File: src/rtl/stack_pkg.sv
// Shared definitions for the stack machine: opcode encodings, the program
// memory phase enum and the OP_NUL filler word used for out-of-range reads.
package stack_pkg;

    localparam logic [7:0] OP_ADD   = 8'd0;
    localparam logic [7:0] OP_SUB   = 8'd1;
    localparam logic [7:0] OP_AND   = 8'd2;
    localparam logic [7:0] OP_OR    = 8'd3;
    localparam logic [7:0] OP_XOR   = 8'd4;
    localparam logic [7:0] OP_NOT   = 8'd5;
    localparam logic [7:0] OP_PUSH  = 8'd6;
    localparam logic [7:0] OP_POP   = 8'd7;
    localparam logic [7:0] OP_DUP   = 8'd8;
    localparam logic [7:0] OP_SWAP  = 8'd9;
    localparam logic [7:0] OP_LOAD  = 8'd10;
    localparam logic [7:0] OP_STORE = 8'd11;
    localparam logic [7:0] OP_JMP   = 8'd12;
    localparam logic [7:0] OP_JZ    = 8'd13;
    localparam logic [7:0] OP_OUT   = 8'd14;
    localparam logic [7:0] OP_NUL   = 8'd15;

    typedef enum logic {
        MS_LOAD,
        MS_RUN
    } mem_state_t;

    // OP_NUL zero-extended (or truncated for very narrow words) to the given width.
    function automatic logic [31:0] nul_word(input int width);
        logic [31:0] mask;
        mask = (width >= 32) ? 32'hFFFF_FFFF : ((32'd1 << width) - 32'd1);
        return {24'd0, OP_NUL} & mask;
    endfunction

endpackage

File: src/rtl/sp_ram.sv
// Plain single-port synchronous RAM; a simultaneous read and write of the
// same word returns the data being written.
module sp_ram #(
    parameter int DATA_W = 8,
    parameter int DEPTH  = 32,
    parameter int ADDR_W = 5
) (
    input  logic              clk,
    input  logic              we,
    input  logic              re,
    input  logic [ADDR_W-1:0] addr,
    input  logic [DATA_W-1:0] wdata,
    output logic [DATA_W-1:0] rdata
);

    logic [DATA_W-1:0] mem [DEPTH];

    always_ff @(posedge clk) begin
        if (we) begin
            mem[addr] <= wdata;
        end
        if (re) begin
            rdata <= we ? wdata : mem[addr];
        end
    end

endmodule

File: src/rtl/program_memory.sv
// Program/data memory for the stack machine: a byte-stream loader fills the
// RAM after reset, then the core gets one-cycle reads and range-checked writes.
module program_memory
    import stack_pkg::*;
#(
    parameter int DATA_W = 8,
    parameter int ADDR_W = 8,
    parameter int DEPTH  = 32
) (
    input  logic              clk,
    input  logic              rst,
    input  logic              load_valid,
    input  logic [DATA_W-1:0] load_data,
    input  logic              load_last,
    output logic              load_ready,
    input  logic              reload,
    output logic              running,
    input  logic [ADDR_W-1:0] mem_addr,
    input  logic [DATA_W-1:0] data_in,
    input  logic              we,
    input  logic              re,
    output logic [DATA_W-1:0] data_out,
    output logic              addr_err
);

    localparam int RAM_AW = (DEPTH > 1) ? $clog2(DEPTH) : 1;
    localparam logic [DATA_W-1:0] NUL_WORD = DATA_W'(nul_word(DATA_W));
    localparam logic [ADDR_W:0]   DEPTH_X  = (ADDR_W + 1)'(DEPTH);
    localparam logic [ADDR_W-1:0] LAST_PTR = ADDR_W'(DEPTH - 1);

    mem_state_t        state, state_next;
    logic [ADDR_W-1:0] ptr, ptr_next;
    logic              in_range, load_fire, core_active;
    logic              ram_we, ram_re;
    logic [RAM_AW-1:0] ram_addr;
    logic [DATA_W-1:0] ram_wdata, ram_rdata;
    logic              out_zero, out_nul;

    assign load_ready  = (state == MS_LOAD) & ~rst;
    assign running     = (state == MS_RUN);
    assign in_range    = {1'b0, mem_addr} < DEPTH_X;
    assign load_fire   = load_valid & load_ready;
    assign core_active = (state == MS_RUN) & ~rst;

    // The loader owns the RAM port in LOAD; the core owns it in RUN, but only for in-range words.
    always_comb begin
        ram_we    = 1'b0;
        ram_re    = 1'b0;
        ram_addr  = ptr[RAM_AW-1:0];
        ram_wdata = load_data;
        if (load_fire) begin
            ram_we = 1'b1;
        end else if (core_active && in_range) begin
            ram_we    = we;
            ram_re    = re;
            ram_addr  = mem_addr[RAM_AW-1:0];
            ram_wdata = data_in;
        end
    end

    always_comb begin
        state_next = state;
        ptr_next   = ptr;
        case (state)
            MS_LOAD: begin
                if (load_valid) begin
                    ptr_next = ptr + 1'b1;
                    if (load_last || ptr == LAST_PTR) begin
                        state_next = MS_RUN;
                        ptr_next   = '0;
                    end
                end
            end
            MS_RUN: begin
                if (reload) begin
                    state_next = MS_LOAD;
                    ptr_next   = '0;
                end
            end
            default: state_next = MS_LOAD;
        endcase
    end

    // data_out is the RAM read register, overridden by zero after reset or OP_NUL after a bad read.
    always_ff @(posedge clk) begin
        if (rst) begin
            state    <= MS_LOAD;
            ptr      <= '0;
            addr_err <= 1'b0;
            out_zero <= 1'b1;
            out_nul  <= 1'b0;
        end else begin
            state    <= state_next;
            ptr      <= ptr_next;
            addr_err <= core_active & (we | re) & ~in_range;
            if (core_active && re) begin
                out_zero <= 1'b0;
                out_nul  <= ~in_range;
            end
        end
    end

    assign data_out = out_zero ? '0 : (out_nul ? NUL_WORD : ram_rdata);

    sp_ram #(
        .DATA_W(DATA_W),
        .DEPTH (DEPTH),
        .ADDR_W(RAM_AW)
    ) ram (
        .clk  (clk),
        .we   (ram_we),
        .re   (ram_re),
        .addr (ram_addr),
        .wdata(ram_wdata),
        .rdata(ram_rdata)
    );

endmodule
File: config.mk
export PLATFORM = sky130hd
export DESIGN_NAME = program_memory
export DESIGN_NICKNAME = d
export VERILOG_FILES = /design/src/rtl/stack_pkg.sv /design/src/rtl/sp_ram.sv /design/src/rtl/program_memory.sv
export SDC_FILE = /design/constraint.sdc
export NUM_CORES = 1
export LEC_CHECK = 0
export CAP_MARGIN = 20
export CORE_AREA = 5 5 149 151
export CTS_CLUSTER_DIAMETER = 200
export DETAILED_ROUTE_END_ITERATION = 10
export DIE_AREA = 0 0 154 156
export HOLD_SLACK_MARGIN = 0.05
export PLACE_DENSITY = 0.79
export SYNTH_ARGS = -nofsm -noshare
export SYNTH_HDL_FRONTEND = slang
export SYNTH_HIERARCHICAL = 1
export SYNTH_SLANG_ARGS = --single-unit
File: constraint.sdc
create_clock -name clk -period 3.9 [get_ports clk]
set_clock_uncertainty 0.15 [all_clocks]
set_input_delay 0.975 -clock clk [delete_from_list [all_inputs] [get_ports clk]]
set_output_delay 0.975 -clock clk [all_outputs]
set_load 0.01 [all_outputs]
==> results.ini, run 1 <==
[timing]
setup_viol=0
whs_ns=0.423
finalWorstSetupSlack_ns=0.143
hold_violations=0
fmax_ghz=0.266
slew_violations=0
setup_tns_ns=0
tightest_slew_ns=0.793
rsz0062_at_grt=false
fin_crit_sh_pct=96.3
slew_headroom_pct=47.1
timing.final.crit_period_ns=3.76

[logic_synthesis]
async_flop_share_pct=0
synth_warnings=6
synthCells=620
syn_avg_cell_area_um2=18.1
syn-cell-area_mm2=0.0112
ys_types=58
synth-seq-area-share_pct=72.7
synth.area.top_cells=edfxtp_1 (71%), mux4_2 (9.0%), mux2i_1 (3.1%), dfxtp_1 (2.1%), nor2_1 (1.8%)
synth_ff_type=edfxtp_1
post-synth-top-area-cell=edfxtp_1
netlist.area_leader.share_pct=70.6
synth_edf_count=264
syn-num-nets=652
ys_ff_latch=276

[setup_path]
worst_setup_path_start_kind=input pin
path_class=in2reg
path_max_fanout=26
end_kind=register
cpPeakStageDelay_ns=0.57
path_cells=clkdlybuf4s50_1 > nor3_2 > nand3b_1 > mux2_4 > buf_4 > mux4_2 > a22o_1 > nor2_1 > a32oi_1
crit_path_top_delay_cell=mux2_4
cp.required_ns=4.00
arrival_ns=3.85

[floorplanning]
die_x_um=154
ios=42
rows=53
core_mm2=0.0207
initial_utilization_pct=54.3
die_h_um=156
die_area_mm2=0.0240

[final_layout]
diodes=0
areaGrowthSynthToFinish_pct=19.1
drive_gt1_share_pct=26.3
fillerInstances=1349
fin_nets=791

[cts]
cts.sinks=276
cts-root-buf=clkbuf_16
cts.repair.resized=0
cts.path.max_buffers=3
postCtsHoldBufs=0
worstSkewPairLatency_ns=0.52
numCtsBuffers=27
htreeDepth=1
cts_tree=yes
clk_pin_slew_ns=0.06
cts_setup_buffers=0

[drt]
first_iter_violations=810
vias=6568
ant_nets=0
drt_first_pass_iters=5
wl_mm=26.6
viasPerCell=6.24
wl_per_cell_um=25.3
drc=0

[placed_design]
hpwl_mm=17.6
place_congestion=0.925
pre_cts_ws_ns=-0.409
portBuffers=41

[grt]
grt_pass1_vias=6695
grt_max_degree=34
track_usage_pct=22.4
grt_overflow=0
antenna_found_initial=0
grt_pass1_wl_mm=41.1

[min_path]
min_path_type=reg2reg

[outcome]
status=finished, final reports clean

[power_and_ir_drop]
powerDensity_mw_per_mm2=445
max-vdd-ir-drop_uv=296
power_leakage_nw=4.34

[flow_run]
cap_violations=0

worst max-delay path, delay by kind of cell:
| kind | cells | cell delay, ns |
|---|---|---|
| multiplexers | 2 | 1.10 |
| buffers and inverters | 2 | 0.65 |
| AND/OR/NAND/NOR | 3 | 0.71 |
| AO/OA/AOI/OAI | 2 | 0.39 |
metrics by stage:
| step | instance area (um^2) | util, % | power (mW) | cells |
|---|---|---|---|---|
| floorplan | 11200 | - | 3.48 | 620 |
| global placement | 12600 | 60.8 | 3.61 | 1005 |
| detailed placement | 12600 | 60.8 | 3.62 | 1005 |
| CTS | 13400 | 64.7 | 5.98 | 1053 |
| global route | 13400 | 64.7 | 6.14 | 1053 |
| finish | 13400 | 64.7 | 5.96 | 1053 |
flip-flops by register name (all words and copies together), names as in the netlist:
| name | cells |
|---|---|
| ram/mem | 256 |
| ptr | 8 |
| ram/rdata | 8 |
| addr_err | 1 |
| out_nul | 1 |
| out_zero | 1 |
| running | 1 |
final cells by class:
type | count | area (um^2) | share of cell area, %
Tap cell | 275 | 344 | 2.57
Clock buffer | 39 | 741 | 5.53
Sequential cell | 276 | 8170 | 61.0
Clock inverter | 9 | 65.1 | 0.486
Timing Repair Buffer | 146 | 1220 | 9.14
Inverter | 10 | 37.5 | 0.280
Multi-Input combinational cell | 298 | 2800 | 21.0
worst paths after layout:
kind,from,to,slack (ns),cells past startpoint
worst max-delay path,mem_addr[7],ram/rdata[1],0.14,9
worst min-delay path,out_zero,out_zero,0.42,1
worst max register to register,running,ram/rdata[1],0.65,7
worst min register to register,out_zero,out_zero,0.42,1
cell usage after synthesis (3+ instances only):
cell	count
o221ai_1	4
clkbuf_1	9
edfxtp_1	264
dfxtp_1	12
mux4_2	45
a21oi_1	12
buf_2	11
nand2b_1	5
or3_1	7
buf_6	3
mux2_2	16
buf_4	8
a22o_1	8
a32oi_1	9
nor2_1	54
a22oi_1	4
nand3_1	13
a31oi_1	6
inv_1	10
nand2_1	15
o22ai_1	8
mux2i_1	35
a311oi_1	4
nor4_1	3
nor3_1	5
and2_1	7
routing by layer:
layer / up-vias / GRT usage [%] / wire [um]
met5: - / 0 / 0
met4: 0 / 6.98 / 729
met3: 53 / 3.88 / 2600
met2: 414 / 38.1 / 13400
met1: 3306 / 29.8 / 9890
li1: 2795 / - / -
power breakdown:
part           total, mW  switching [mW]  internal (mW)
combinational      0.295           0.164          0.131
clock               2.40            1.02           1.37
sequential          3.27         0.00661           3.26
total               5.96            1.19           4.76
cell usage in the layout (no fill, tap or decap), types with 9 or more instances in the layout:
cell type	count
a21oi_1	12
a32oi_1	9
buf_4	103
clkbuf_1	10
clkbuf_16	27
clkdlybuf4s50_1	41
dfxtp_1	12
edfxtp_1	264
inv_1	10
mux2_2	14
mux2i_1	35
mux4_2	45
nand2_1	15
nand3_1	13
nor2_1	54
cells by family (layout without fill, tap and decap cells):
logic type               Yosys count  in the layout  share of synthesized area, %
buffers and inverters             46            204                          2.39
AO/OA/AOI/OAI                     69             69                          4.62
AND/OR/NAND/NOR                  130            130                          5.95
flip-flops                       276            276                          72.7
adder cells (fa/ha/maj)            1              1                         0.111
multiplexers                      98             98                          14.2
Note: power is estimated with default switching activity, not from simulation.
==> run 2, diff against run 1 <==
- ABC_CLOCK_PERIOD_IN_PS: not set -> 3900
- TNS_END_PERCENT: not set -> 5
==> results of run 2 <==
The final DEF is identical to that of run 1; final timing and power are the same.
==> run 3, diff against run 2 <==
- CAP_MARGIN: 20 -> not set
- SKIP_LAST_GASP: not set -> 1
==> results of run 3 <==
The final DEF is identical to that of run 1; final timing and power are the same.
